`config.mk`:
```
export PLATFORM = sky130hd
export DESIGN_NAME = uart_rx_os
export DESIGN_NICKNAME = d
export VERILOG_FILES = /design/src/rtl/uart_pkg.sv /design/src/rtl/uart_os_tick_gen.sv /design/src/rtl/uart_rx_os.sv
export SDC_FILE = /design/constraint.sdc
export NUM_CORES = 1
export LEC_CHECK = 0
export ABC_AREA = 1
export CAP_MARGIN = 20
export CORE_ASPECT_RATIO = 1.2
export CORE_MARGIN = 1.5
export CORE_UTILIZATION = 60
export CTS_BUF_LIST = sky130_fd_sc_hd__clkbuf_16
export CTS_CLUSTER_SIZE = 28
export DETAILED_ROUTE_END_ITERATION = 10
export PLACE_DENSITY = 0.84
export SYNTH_ARGS = -nofsm -noshare
export SYNTH_HDL_FRONTEND = slang
export SYNTH_SLANG_ARGS = --single-unit
```
`constraint.sdc`:
```
create_clock -name clk -period 3.7 [get_ports clk]
set_input_delay 0.74 -clock clk [delete_from_list [all_inputs] [get_ports clk]]
set_output_delay 0.74 -clock clk [all_outputs]
set_load 0.01 [all_outputs]
```
`src/rtl/uart_pkg.sv`:
```
// Shared definitions for the UART receiver and the future transmitter.
package uart_pkg;

    typedef enum logic [2:0] {
        UART_RX_IDLE,
        UART_RX_START,
        UART_RX_DATA,
        UART_RX_PARITY,
        UART_RX_STOP
    } uart_rx_state_e;

    localparam logic [1:0] UART_PAR_NONE = 2'b00;
    localparam logic [1:0] UART_PAR_EVEN = 2'b01;
    localparam logic [1:0] UART_PAR_ODD  = 2'b10;

    localparam int unsigned UART_MIN_DATA_BITS = 5;
    localparam int unsigned UART_DEFAULT_OSR   = 16;

    // Clamp a requested data length into [UART_MIN_DATA_BITS, max_bits].
    function automatic logic [3:0] clamp_data_bits(input logic [3:0] req,
                                                   input int unsigned max_bits);
        int unsigned r;
        r = 32'(req);
        if (r < UART_MIN_DATA_BITS) return 4'(UART_MIN_DATA_BITS);
        if (r > max_bits) return 4'(max_bits);
        return req;
    endfunction

endpackage

```
`src/rtl/uart_os_tick_gen.sv`:
```
// Oversample tick generator: clock divider plus bit-phase counter, with the
// three mid-bit sample strobes. clr_i restarts both counters from zero.
module uart_os_tick_gen
    import uart_pkg::*;
#(
    parameter int unsigned OSR   = UART_DEFAULT_OSR,
    parameter int unsigned DIV_W = 16,
    localparam int unsigned PH_W = $clog2(OSR)
) (
    input  logic             clk,
    input  logic             rst_n,
    input  logic             clr_i,
    input  logic [DIV_W-1:0] div_i,
    output logic             os_tick_o,
    output logic [PH_W-1:0]  phase_o,
    output logic             samp_o,
    output logic             vote_o
);

    localparam logic [PH_W-1:0] PhSampA = PH_W'(OSR / 2 - 1);
    localparam logic [PH_W-1:0] PhSampB = PH_W'(OSR / 2);
    localparam logic [PH_W-1:0] PhVote  = PH_W'(OSR / 2 + 1);
    localparam logic [PH_W-1:0] PhLast  = PH_W'(OSR - 1);

    logic [DIV_W-1:0] div_cnt_q, div_cnt_d, div_last;
    logic [PH_W-1:0]  phase_q, phase_d;
    logic             tick;

    // A divisor of 0 behaves like 1 (tick every cycle).
    assign div_last = (div_i == '0) ? '0 : div_i - DIV_W'(1);
    // >= keeps the divider sane if the divisor shrinks mid-count.
    assign tick     = !clr_i && (div_cnt_q >= div_last);

    // Next-state for divider and phase counters.
    always_comb begin
        div_cnt_d = div_cnt_q + DIV_W'(1);
        phase_d   = phase_q;
        if (clr_i) begin
            div_cnt_d = '0;
            phase_d   = '0;
        end else if (tick) begin
            div_cnt_d = '0;
            phase_d   = (phase_q == PhLast) ? '0 : phase_q + PH_W'(1);
        end
    end

    // Counter registers.
    always_ff @(posedge clk or negedge rst_n) begin
        if (!rst_n) begin
            div_cnt_q <= '0;
            phase_q   <= '0;
        end else begin
            div_cnt_q <= div_cnt_d;
            phase_q   <= phase_d;
        end
    end

    // Strobes refer to the phase carried by the current tick.
    assign os_tick_o = tick;
    assign phase_o   = phase_q;
    assign samp_o    = tick && ((phase_q == PhSampA) || (phase_q == PhSampB) ||
                                (phase_q == PhVote));
    assign vote_o    = tick && (phase_q == PhVote);

endmodule

```
`src/rtl/uart_rx_os.sv`:
```
// Oversampling UART receiver with runtime frame format, majority voting,
// false-start rejection and a valid/ready holding register.
// Optional break detection is enabled by defining UART_RX_BREAK_DET_EN.
module uart_rx_os
    import uart_pkg::*;
#(
    parameter int unsigned DATA_W_MAX = 9,
    parameter int unsigned OSR        = UART_DEFAULT_OSR,
    parameter int unsigned DIV_W      = 16
) (
    input  logic                  clk,
    input  logic                  rst_n,
    input  logic                  rx,
    input  logic [DIV_W-1:0]      i_baud_div,
    input  logic [3:0]            i_data_bits,
    input  logic [1:0]            i_parity,
    input  logic                  i_stop2,
    output logic [DATA_W_MAX-1:0] o_data,
    output logic                  o_valid,
    input  logic                  i_ready,
    output logic                  o_frame_err,
    output logic                  o_parity_err,
    output logic                  o_overrun,
    output logic                  o_break,
    output logic                  o_busy
);

    localparam int unsigned     PH_W   = $clog2(OSR);
    localparam logic [PH_W-1:0] PhLast = PH_W'(OSR - 1);

    uart_rx_state_e        state_q, state_d;
    logic                  rx_meta_q, rx_s_q, rx_prev_q;
    logic [3:0]            nbits_q, nbits_d, bit_cnt_q, bit_cnt_d;
    logic [1:0]            par_q, par_d, samp_q, samp_d;
    logic                  stop2_q, stop2_d, stop_cnt_q, stop_cnt_d;
    logic                  par_bit_q, par_bit_d, fe_q, fe_d;
    logic [DATA_W_MAX-1:0] data_q, data_d, out_data_q, out_data_d;
    logic                  valid_q, valid_d, out_fe_q, out_fe_d, out_pe_q, out_pe_d;
    logic                  overrun_q, overrun_d;
    logic                  os_tick, samp_tick, vote_tick, bit_end, fall, clr;
    logic                  vote, par_en, pe_now;
    logic [PH_W-1:0]       phase;

    assign fall    = rx_prev_q && !rx_s_q;
    assign clr     = (state_q == UART_RX_IDLE) && fall;
    assign bit_end = os_tick && (phase == PhLast);
    // Majority of the two stored samples and the live third one.
    assign vote    = (samp_q[1] & samp_q[0]) | (samp_q[1] & rx_s_q) | (samp_q[0] & rx_s_q);
    assign par_en  = (par_q == UART_PAR_EVEN) || (par_q == UART_PAR_ODD);
    assign pe_now  = par_en && ((^data_q ^ par_bit_q) != (par_q == UART_PAR_ODD));

    uart_os_tick_gen #(
        .OSR   (OSR),
        .DIV_W (DIV_W)
    ) u_tick_gen (
        .clk       (clk),
        .rst_n     (rst_n),
        .clr_i     (clr),
        .div_i     (i_baud_div),
        .os_tick_o (os_tick),
        .phase_o   (phase),
        .samp_o    (samp_tick),
        .vote_o    (vote_tick)
    );

`ifdef UART_RX_BREAK_DET_EN
    logic break_q, break_d;
`endif

    // Two-flop synchroniser plus previous-sample flop for edge detection.
    always_ff @(posedge clk or negedge rst_n) begin
        if (!rst_n) begin
            rx_meta_q <= 1'b1;
            rx_s_q    <= 1'b1;
            rx_prev_q <= 1'b1;
        end else begin
            rx_meta_q <= rx;
            rx_s_q    <= rx_meta_q;
            rx_prev_q <= rx_s_q;
        end
    end

    // Frame FSM, sampling, and holding-register next-state.
    always_comb begin
        state_d    = state_q;
        nbits_d    = nbits_q;
        par_d      = par_q;
        stop2_d    = stop2_q;
        bit_cnt_d  = bit_cnt_q;
        stop_cnt_d = stop_cnt_q;
        data_d     = data_q;
        par_bit_d  = par_bit_q;
        fe_d       = fe_q;
        samp_d     = samp_q;
        out_data_d = out_data_q;
        out_fe_d   = out_fe_q;
        out_pe_d   = out_pe_q;
        valid_d    = valid_q;
        overrun_d  = 1'b0;
`ifdef UART_RX_BREAK_DET_EN
        break_d    = 1'b0;
`endif

        if (valid_q && i_ready) valid_d = 1'b0;
        if (samp_tick && !vote_tick) samp_d = {samp_q[0], rx_s_q};

        unique case (state_q)
            UART_RX_IDLE: begin
                if (fall) begin
                    state_d    = UART_RX_START;
                    nbits_d    = clamp_data_bits(i_data_bits, DATA_W_MAX);
                    par_d      = i_parity;
                    stop2_d    = i_stop2;
                    bit_cnt_d  = '0;
                    stop_cnt_d = 1'b0;
                    data_d     = '0;
                    par_bit_d  = 1'b0;
                    fe_d       = 1'b0;
                end
            end
            UART_RX_START: begin
                if (vote_tick && vote) state_d = UART_RX_IDLE;
                else if (bit_end)      state_d = UART_RX_DATA;
            end
            UART_RX_DATA: begin
                if (vote_tick) begin
                    data_d[bit_cnt_q] = vote;
                    bit_cnt_d         = bit_cnt_q + 4'd1;
                end
                if (bit_end && (bit_cnt_q == nbits_q)) begin
                    state_d = par_en ? UART_RX_PARITY : UART_RX_STOP;
                end
            end
            UART_RX_PARITY: begin
                if (vote_tick) par_bit_d = vote;
                if (bit_end)   state_d   = UART_RX_STOP;
            end
            UART_RX_STOP: begin
                if (vote_tick) begin
`ifdef UART_RX_BREAK_DET_EN
                    if (!stop_cnt_q && !vote && (data_q == '0) && !(par_en && par_bit_q)) begin
                        break_d = 1'b1;
                        state_d = UART_RX_IDLE;
                    end else
`endif
                    if (stop_cnt_q == stop2_q) begin
                        // Deliver on the last stop vote; the remaining half bit is resync margin.
                        state_d = UART_RX_IDLE;
                        if (!valid_q || i_ready) begin
                            out_data_d = data_q;
                            out_fe_d   = fe_q | !vote;
                            out_pe_d   = pe_now;
                            valid_d    = 1'b1;
                        end else begin
                            overrun_d = 1'b1;
                        end
                    end else begin
                        fe_d       = fe_q | !vote;
                        stop_cnt_d = 1'b1;
                    end
                end
            end
            default: state_d = UART_RX_IDLE;
        endcase
    end

    // FSM and datapath registers.
    always_ff @(posedge clk or negedge rst_n) begin
        if (!rst_n) begin
            state_q    <= UART_RX_IDLE;
            nbits_q    <= 4'(UART_MIN_DATA_BITS);
            par_q      <= UART_PAR_NONE;
            stop2_q    <= 1'b0;
            bit_cnt_q  <= '0;
            stop_cnt_q <= 1'b0;
            data_q     <= '0;
            par_bit_q  <= 1'b0;
            fe_q       <= 1'b0;
            samp_q     <= '0;
            out_data_q <= '0;
            out_fe_q   <= 1'b0;
            out_pe_q   <= 1'b0;
            valid_q    <= 1'b0;
            overrun_q  <= 1'b0;
        end else begin
            state_q    <= state_d;
            nbits_q    <= nbits_d;
            par_q      <= par_d;
            stop2_q    <= stop2_d;
            bit_cnt_q  <= bit_cnt_d;
            stop_cnt_q <= stop_cnt_d;
            data_q     <= data_d;
            par_bit_q  <= par_bit_d;
            fe_q       <= fe_d;
            samp_q     <= samp_d;
            out_data_q <= out_data_d;
            out_fe_q   <= out_fe_d;
            out_pe_q   <= out_pe_d;
            valid_q    <= valid_d;
            overrun_q  <= overrun_d;
        end
    end

`ifdef UART_RX_BREAK_DET_EN
    // Break pulse register.
    always_ff @(posedge clk or negedge rst_n) begin
        if (!rst_n) break_q <= 1'b0;
        else        break_q <= break_d;
    end
    assign o_break = break_q;
`else
    assign o_break = 1'b0;
`endif

    assign o_data       = out_data_q;
    assign o_valid      = valid_q;
    assign o_frame_err  = out_fe_q;
    assign o_parity_err = out_pe_q;
    assign o_overrun    = overrun_q;
    assign o_busy       = (state_q != UART_RX_IDLE);

endmodule

```
; ---- Word-level counts from Yosys, hierarchy flattened
; Index checks and enable logic that the tools add are counted.
[op_classes]
addsub = 4
n_lt_le_gt_ge = 5
eq_ne = 22
muxes = 53
bitwise_logic = 7
n_reduce_logical = 35
[op_table]
columns = op, n
row1 = two-way mux 16 bit, 3
row2 = two-way mux 4 bit, 9
row3 = two-way mux 3 bit, 8
row4 = two-way mux 1 bit, 23
row5 = two-way mux 9 bit, 2
row6 = one-hot mux 9 bit (2 select lines), 1
row7 = "adder 16 x 1 -> 16 bit, second input constant", 1
row8 = >= comparator 16 bit, 1
row9 = zero test 16 bit, 1
row10 = "inequality test 2 bit, second input constant", 8
row11 = "subtractor 16 x 1 -> 16 bit, second input constant", 1
row12 = one-hot mux 3 bit (5 select lines), 1
row13 = "== test 4 bit, second input constant", 3
row14 = logical AND 1 bit, 12
row15 = bitwise mux 9 bit, 1
row16 = XOR reduction 9 bit, 1
row17 = "adder 4 x 1 -> 4 bit, second input constant", 2
row18 = one-hot mux 4 bit (2 select lines), 1
row19 = AND reduction 4 bit, 2
row20 = nonzero test 2 bit, 4
row21 = "== test 3 x 2 -> 1 bit, second input constant", 2
row22 = one-hot mux 1 bit (2 select lines), 3
row23 = AND reduction 3 bit, 2
row24 = AND reduction 6 bit, 1
row25 = 22 further kinds, 33
[word_totals]
regBits = 64
input_bits = 27
out_inout_bits = 15
word_cells = 146

; ---- Longest topological paths before layout
; Gate-level depths: netlist (run 1).
[logic_depth]
word_depth = 9
ltp_mapped = 25
depth_no_buf = 25

; ---- Cells and area by module
; From an unflattened synthesis (run 1), not the netlist that was laid out.
[unflattened]
hier_cells = 601
hier_area_um2 = 4375.4
[modules_own_cells]
columns = mod, instances, cells_each, area_each_um2, seq_area_each_um2
row1 = uart_rx_os, 1, 324, 2433.6, 1107.3
row2 = uart_os_tick_gen, 1, 277, 1941.9, 500.5

; ---- Worst setup path before layout (run 1)
; Ideal clock, no wire load.
[synth_path]
kind = input-to-reg
startpoint = input i_baud_div[3]
endpoint = register out_fe_q, in the netlist o_frame_err
setup_time_ns = 0.123
t_arrival_ns = 3.079
t_required_ns = 3.577
path_slack_ns = 0.498
stages = 21
path_buffers = 1
cell_sequence = nor2_1 inv_1 nor2_1 inv_1 nor3_1 inv_1 nor3_1 a21oi_1 nand3b_1 ha_1 a21oi_1 o21ai_0 a21oi_1 nand2_4 nand2_2 inv_2 nand3_2 nor2_1 buf_4 nand2_1 nand2_1
[synth_between]
elab_chain_len = 6
elab_cells_between_ends = 7
classes_between = add/sub (1) / order compare (1) / mux (1) / reduce/logical (4)
[synth_rtl]
columns = item, line_no
row1 = from (decl), uart_rx_os.sv:14  ; input logic [DIV_W-1:0] i_baud_div,
row2 = subtractor 16 x 1 -> 16 bit / zero test 16 bit (equally long branches), uart_os_tick_gen.sv:30  ; assign div_last = (div_i == '0) ? '0 : div_i - DIV_W'(1);
row3 = two-way mux 16 bit (*), uart_os_tick_gen.sv:30
row4 = >= comparator 16 bit (*), uart_os_tick_gen.sv:32  ; assign tick = !clr_i && (div_cnt_q >= div_last);
row5 = logical AND 1 bit (*), uart_os_tick_gen.sv:32
row6 = logical AND 1 bit (*), uart_os_tick_gen.sv:63  ; assign vote_o = tick && (phase_q == PhVote);
row7 = AND reduction 4 bit (no source line) (*), --
row8 = to (signal assigned), uart_rx_os.sv:197  ; out_fe_q <= out_fe_d;
row9 = to (decl), uart_rx_os.sv:38  ; logic valid_q, valid_d, out_fe_q, out_fe_d, out_pe_q, out_pe_d;
; Mark *: on every way between the ends. The rest lies on a longest branch, timed or not.
; A chain may end at the register's enable or synchronous reset.

; ---- Final worst setup path (run 1)
[layout_path]
startpoint = input i_baud_div[4]
endpoint = register data_q[4]
[layout_between]
elab_chain_len = 7
elab_cells_between_ends = 8
classes_between = add/sub (1) / order compare (1) / eq/ne (1) / mux (1) / reduce/logical (4)
[layout_rtl]
columns = item, line_no
row1 = subtractor 16 x 1 -> 16 bit / zero test 16 bit (equally long branches), uart_os_tick_gen.sv:30
row2 = two-way mux 16 bit (*), uart_os_tick_gen.sv:30
row3 = >= comparator 16 bit (*), uart_os_tick_gen.sv:32
row4 = logical AND 1 bit (*), uart_os_tick_gen.sv:32
row5 = logical AND 1 bit (*), uart_os_tick_gen.sv:63
row6 = inequality test 2 bit (no source line) (*), --
row7 = AND reduction 3 bit (no source line) (*), --
row8 = to (signal assigned), uart_rx_os.sv:192  ; data_q <= data_d;
row9 = to (decl), uart_rx_os.sv:37  ; logic [DATA_W_MAX-1:0] data_q, data_d, out_data_q, out_data_d;
; Marks and branches as above.

==> results.cfg, run 1 <==
[run_status]
outcome = finished, final reports clean

[timing]
finalSetupViolCount = 0
fin_crit_sh_pct = 100
fin_skew_ns = 0.00826
hold_ws_ns = 0.258
slew_headroom_pct = 51.9
min_period_ns = 3.70
fmax_mhz = 270
worst_pin_slew_ns = 0.714
finalMaxSlewViolations = 0
hold_viol = 0
timing.final.ws_setup_ns = 0.00166

[floorplan]
io_pins = 42
die_h_um = 92.7
start_util_pct = 62.4
row_count = 32
die_x_um = 77.8
die_area_um2 = 7210
fp.coreArea_um2 = 6450

[setup_path]
start_kind = input pin
rrSetupSlack_ns = 1.45
cp.arrival_ns = 3.89
worstSetupPathType = input pin to flop
cp_data_required_time_ns = 3.90
crit_end = data_q[4]
cp_max_fo = 8
endpoint_kind = flop
critPathLaunch = i_baud_div[4]
r2r_end = data_q[4]
r2r_start = u_tick_gen.div_cnt_q[9]
r2r_cells = 11

[finish]
design_area_um2 = 5300
antennaDiodeCount = 0
syn_to_final_growth_pct = 31.8
fillers = 388
layout.nets = 669
multi_input_area_um2 = 2200
drive_gt1_share_pct = 18.7
register_area_um2 = 1610
utilization_pct = 82.3

[logic_synthesis]
syn-num-nets = 578
synth-seq-cells = 64
synthCells = 524
avgSynthCellArea_um2 = 7.68
synthDistinctLibCells = 38
yosysWarnings = 0
synth_edf_count = 0
ys_seq_area_share_pct = 40.0
synth_top_area_share_pct = 36.7
synthTopCellsByArea = dfrtp_1 37%, nand2_1 11%, ha_1 8.4%
synth_top_area_cell = dfrtp_1
synth_area_um2 = 4020
synthFlopType = dfrtp_1
async_flop_share_pct = 100

[global_routing]
antenna_found_initial = 0
grt_usage_pct = 28.6
grt_pass1_wl_um = 16200
gr-usage-met2_pct = 52.7
grt.overflow.total = 0
grt_max_degree = 51
grt_use_met1_pct = 31.7
first_global_vias = 3732
busiest_layer = met2
use_met3_pct = 6.40

[detailed_routing]
viasPerCell = 5.61
antenna_left = 0
drcViolationCount = 0
first_pass_iters = 5
vias = 3954
drtIter0Drc = 198
postRouteWirelength_um = 10400
detail_route.wl_per_cell_um = 14.8

[power]
ir_drop_v = 0.000504
p_leak_nw = 2.58
pwr_density_cell_nw_per_um2 = 508

[clocking]
cts_made_buffers = 9
cts.sinks = 64
cts_root_buf = clkbuf_16
cts_max_level = 3
clock_path_buffers = 2
worstSkewPairLatency_ns = 0.33
cts_tree = built
clk_pin_slew_ns = 0.05

[place]
port_buffers = 40
hpwl_um = 7000
placed_area_um2 = 4810
place_congestion = 0.848
dp_slack_ns = -0.387

[run]
max-cap-violations = 0

[worst_hold_path]
hold_class = input pin to async pin
-- layer usage --
layer,up-vias,wire (um),share of wire [%]
met3,31,514,4.9
met5,-,0,0
met4,0,303,2.9
met1,1904,4160,40
met2,133,5440,52
li1,1886,-,-
-- power by group --
group	leakage, nW	internal, mW	switching [mW]
logic	1.57	0.337	0.509
registers	0.851	0.840	0.123
clock network	0.160	0.584	0.298
-- cells in the final DEF (no fill, tap or decap), drive strengths merged --
| cell | netlist | final |
|---|---|---|
| xnor2 | 11 | 11 |
| or2 | 2 | 2 |
| nor3 | 16 | 16 |
| buf | 8 | 49 |
| nand2 | 126 | 126 |
| nand3b | 1 | 1 |
| a21oi | 16 | 16 |
| nor4 | 4 | 4 |
| nor4b | 1 | 1 |
| dfstp | 5 | 5 |
| conb | 1 | 1 |
| clkbuf | 1 | 10 |
| ha | 27 | 27 |
| a31oi | 1 | 1 |
| o21bai | 2 | 2 |
| nand4 | 9 | 9 |
| clkinv | 0 | 4 |
| dfrtp | 59 | 59 |
| inv | 68 | 69 |
| xor2 | 14 | 14 |
| o31ai | 3 | 3 |
| o211ai | 1 | 1 |
| o21ai | 48 | 48 |
| clkdlybuf4s50 | 0 | 37 |
| o22ai | 3 | 3 |
| dlymetal6s2s | 0 | 2 |
| o32ai | 1 | 1 |
| bufinv | 0 | 2 |
| nor2 | 60 | 60 |
| nand3 | 36 | 36 |
-- cell families (layout without fill, tap and decap cells) --
family                   after synthesis  after routing  share of synthesized area, %
AO/OA/AOI/OAI                         75             75                          10.2
other                                  1              1                        0.0932
AND/OR/NAND/NOR                      255            255                          28.2
buffers and inverters                 77            173                          7.74
flip-flops                            64             64                          40.0
adder cells (fa/ha/maj)               27             27                          8.40
XOR/XNOR                              25             25                          5.44
-- final cells by class --
| type | count | area share, % |
|---|---|---|
| well taps | 85 | 2.01 |
| multi-input cells | 383 | 41.5 |
| clock inverters | 7 | 1.65 |
| clock buffers | 9 | 4.25 |
| inverters | 68 | 4.86 |
| repair buffers | 89 | 15.4 |
| flip-flops and latches | 64 | 30.3 |
-- worst max-delay path, stage by stage --
cell and delay (ns):
clkdlybuf4s50_1 0.42, nor2_1 0.11, inv_1 0.07, buf_4 0.13, buf_4 0.13, nor2_1 0.14
inv_1 0.10, nor2_1 0.16, or2_2 0.14, nand3_1 0.09, ha_1 0.31, nand4_1 0.18
nor3_2 0.21, nand2_2 0.10, nand2_4 0.10, nand3_4 0.10, o21ai_4 0.24, buf_12 0.15
nand2_1 0.08, nand3_1 0.10, o21ai_1 0.09
-- registers in the layout, indices dropped and copies added (netlist names), 2 cells and up --
register              count
o_data                    9
bit_cnt_q                 4
par_q                     2
data_q                    9
nbits_q                   4
u_tick_gen.div_cnt_q     16
u_tick_gen.phase_o        4
samp_q                    2
state_q                   3
-- cell usage after synthesis, drive strengths merged (2+ instances only) --
cell type    n
xnor2       11
o21bai       2
nand2      126
nor4         4
o21ai       48
nand4        9
buf          8
ha          27
dfstp        5
or2          2
nor2        60
dfrtp       59
xor2        14
a21oi       16
o22ai        3
o31ai        3
nand3       36
nor3        16
inv         68
-- through the flow --
| step | instances | total power, mW | setup TNS [ns] |
|---|---|---|---|
| 2_1_floorplan | 524 | 1.51 | 0 |
| 3_3_place_gp | 684 | 1.71 | -3.75 |
| 3_5_place_dp | 684 | 1.76 | -8.45 |
| 4_1_cts | 700 | 2.65 | 0 |
| 5_1_grt | 705 | 2.86 | -2.63 |
| 6_report | 705 | 2.69 | 0 |
-- timing repair --
action                     CTS  global route
setup buffers                0             3
gates cloned                 0             1
hold buffers                 0             0
setup endpoints to repair   11            50
gates resized for setup      1            42
pin swaps                    0            10
-- worst min path at each step --
stage,cells after the start,start,end,slack [ns]
after floorplan,0,rx_meta_q,rx_s_q,0.35
after global placement,0,rx_meta_q,rx_s_q,0.35
after detailed placement,0,rx_meta_q,rx_s_q,0.35
after CTS,0,rx_meta_q,rx_s_q,0.36
after global routing,1,rst_n,samp_q[1],0.26
final,1,rst_n,u_tick_gen.div_cnt_q[0],0.26
Power figures use the tool's default switching activity.
==> run 2, diff against run 1 <==
--- a/config.mk
+++ b/config.mk
@@ -17,3 +17,4 @@
 export SYNTH_ARGS = -nofsm -noshare
 export SYNTH_HDL_FRONTEND = slang
 export SYNTH_SLANG_ARGS = --single-unit
+export TNS_END_PERCENT = 100
==> results of run 2 <==
No change in the layout: final DEF, timing and power equal those of run 1.
==> run 3, diff against run 2 <==
--- a/config.mk
+++ b/config.mk
@@ -9,11 +9,11 @@
 export CAP_MARGIN = 20
 export CORE_ASPECT_RATIO = 1.2
 export CORE_MARGIN = 1.5
-export CORE_UTILIZATION = 60
+export CORE_UTILIZATION = 57
 export CTS_BUF_LIST = sky130_fd_sc_hd__clkbuf_16
 export CTS_CLUSTER_SIZE = 28
 export DETAILED_ROUTE_END_ITERATION = 10
-export PLACE_DENSITY = 0.84
+export PLACE_DENSITY = 0.8
 export SYNTH_ARGS = -nofsm -noshare
 export SYNTH_HDL_FRONTEND = slang
 export SYNTH_SLANG_ARGS = --single-unit
==> constraint.sdc (replaced) <==
create_clock -name clk -period 4.17 [get_ports clk]
set_input_delay 0.834 -clock clk [delete_from_list [all_inputs] [get_ports clk]]
set_output_delay 0.834 -clock clk [all_outputs]
set_load 0.01 [all_outputs]
==> run 3 against run 2 <==
Against the previous run: sequential share of layout area grew 2.9 points; non-clock buffer count shrank 38; worst hold slack gained 0.099 ns; utilization shrank 12 points; global-route usage shrank 2.8 points; total power shrank 19%; count of clock-buffer cells in the layout is the same; final area shrank 8.8%; largest cell class unchanged.
==> results.cfg, run 3 (synthesis gave the netlist of run 1 again) <==
[run_status]
outcome = finished, final reports clean

[clocking]
cts.sinks = 64
worstSkewPairLatency_ns = 0.32
cts_max_level = 3
clk_pin_slew_ns = 0.05
hold_buffers = 0
clock_path_buffers = 2
cts_root_buf = clkbuf_16
cts_tree = built
cts_made_buffers = 9

[timing]
hold_viol = 0
min_period_ns = 3.85
finalMaxSlewViolations = 0
fmax_mhz = 260
worst_pin_slew_ns = 0.808
fin_skew_ns = 0.00914
rsz0062_at_grt = no
finalSetupViolCount = 0
slew_headroom_pct = 46.0
fin_crit_sh_pct = 92.4

[finish]
fillers = 563
final_cell_mix = 123 x nand2_1, 65 x inv_1, 59 x dfrtp_1
syn_to_final_growth_pct = 20.1
largest_register_ffs = 16
layout.nets = 631
drive_gt1_share_pct = 9.11
top_register = u_tick_gen.div_cnt_q
antennaDiodeCount = 0
layout_commonest_cell = nand2_1
final_cell_count_no_fill = 669

[power]
power.total_mw = 2.18
pwr_density_cell_nw_per_um2 = 450
ir_drop_v = 0.000366
p_leak_nw = 2.33
p_switching_mw = 0.776
p_int_mw = 1.40
switching_share_pct = 35.7
power.share.clock_pct = 29.5
pwr-share-comb_pct = 31.4
seq_power_share_pct = 39.1

[global_routing]
grt.overflow.total = 0
grt_max_degree = 35
grt_usage_pct = 25.8
grt_pass1_wl_um = 15300
first_global_vias = 3677
antenna_found_initial = 0

[detailed_routing]
routed-wl-met2_um = 4900
detail_route.wl_per_cell_um = 13.5
wl_met3_um = 229
postRouteWirelength_um = 9010
highest_layer = met4
first_pass_iters = 4
antenna_left = 0
vias = 3618
drtIter0Drc = 130
drcViolationCount = 0
drt-met1-wl_um = 3610
viasPerCell = 5.41

[setup_path]
crit_slowest_cell = clkdlybuf4s50_1
endpoint_kind = flop
critPathLaunch = i_baud_div[0]
crit_end = data_q[8]
r2r_cells = 10
r2r_start = state_q[2]
cp.arrival_ns = 4.09
worstSetupPathType = input pin to flop
rrSetupSlack_ns = 1.54
path_cells = clkdlybuf4s50_1 > inv_1 > ha_1 > nand2_1 > nor2_1 > inv_1 > nor2_1 > or2_2 > nand3_1 > ha_1 > nand4_1 > nor3_1 > nand2_1 > nand2_4 > nand3_4 > o21ai_4 > buf_12 > nand3_1 > o21ai_1
cp_data_required_time_ns = 4.41
start_kind = input pin
r2r_end = u_tick_gen.div_cnt_q[11]
slowest_delay_ns = 0.46
cp_max_fo = 17

[place]
port_buffers = 40
place_congestion = 0.841
hpwl_um = 6840
dp_cells = 652

[floorplan]
die_h_um = 95.0
start_util_pct = 58.7
fp.coreArea_um2 = 6850
die_area_um2 = 7570
io_pins = 42
row_count = 33
die_x_um = 79.7

[worst_hold_path]
hp-start = rx_meta_q
hold_class = flop to flop
worstHoldPathCells = 0

[run]
max-cap-violations = 0
==> run 3: cell count changes in the layout (fill, tap and decap cells not counted), sizes merged, moves of 2 or more <==
cell	change
buf	-37
bufinv	-2
clkdlybuf4s50	+2
clkinvlp	+2
dlymetal6s2s	-2
==> run 3: per-layer routing <==
metal  GRT usage [%]  vias to the layer above
li1                -                     1801
met4            13.6                        0
met5               0                        -
met2            50.5                       81
met1            26.5                     1711
met3            2.87                       25
==> run 3: cell type report <==
class	count	area, um^2	share of cell area, %
clock buffers	9	225	4.66
inverters	68	255	5.28
well taps	87	109	2.25
clock inverters	7	33.8	0.699
multi-input cells	383	2110	43.7
repair buffers	51	490	10.1
flip-flops and latches	64	1610	33.3
==> run 3: worst min path at each step <==
stage	endpoint	slack, ns
floorplan	rx_s_q	0.35
global placement	rx_s_q	0.35
detailed placement	rx_s_q	0.35
CTS	rx_s_q	0.36
global route	rx_s_q	0.36
finish	rx_s_q	0.36
==> run 3: repair_timing <==
action | 4_1_cts | 5_1_grt
setup endpoints to repair | 0 | 20
gates resized for setup | 0 | 2
setup buffers | 0 | 1
==> run 3: power groups by stage <==
stage / sequential (mW) / combinational (mW) / clock, mW
after floorplan: 0.835 / 0.501 / 0
after global placement: 0.857 / 0.641 / 0
after detailed placement: 0.861 / 0.673 / 0
after CTS: 0.851 / 0.680 / 0.649
after global routing: 0.868 / 0.791 / 0.681
final: 0.852 / 0.683 / 0.642
==> run 3: critical path: cells and delay by family <==
kind,cells,cell delay (ns)
AOI/OAI and AO/OA,2,0.41
and+or+nand+nor,11,1.47
buffers and inverters,4,0.87
adders and majority gates,2,0.51
==> run 3: through the flow <==
step | hold WS (ns) | util [%] | area [um^2] | setup TNS [ns] | worst slack, ns
after global routing | 0.363 | 70.5 | 4830 | 0 | 0.00655
after global placement | 0.346 | 66.3 | 4550 | 0 | 0.0273
after CTS | 0.360 | 70.1 | 4810 | 0 | 0.208
after floorplan | 0.345 | - | 4020 | 0 | 0.874
final | 0.357 | 70.5 | 4830 | 0 | 0.317
after detailed placement | 0.349 | 66.3 | 4550 | -0.630 | -0.0810
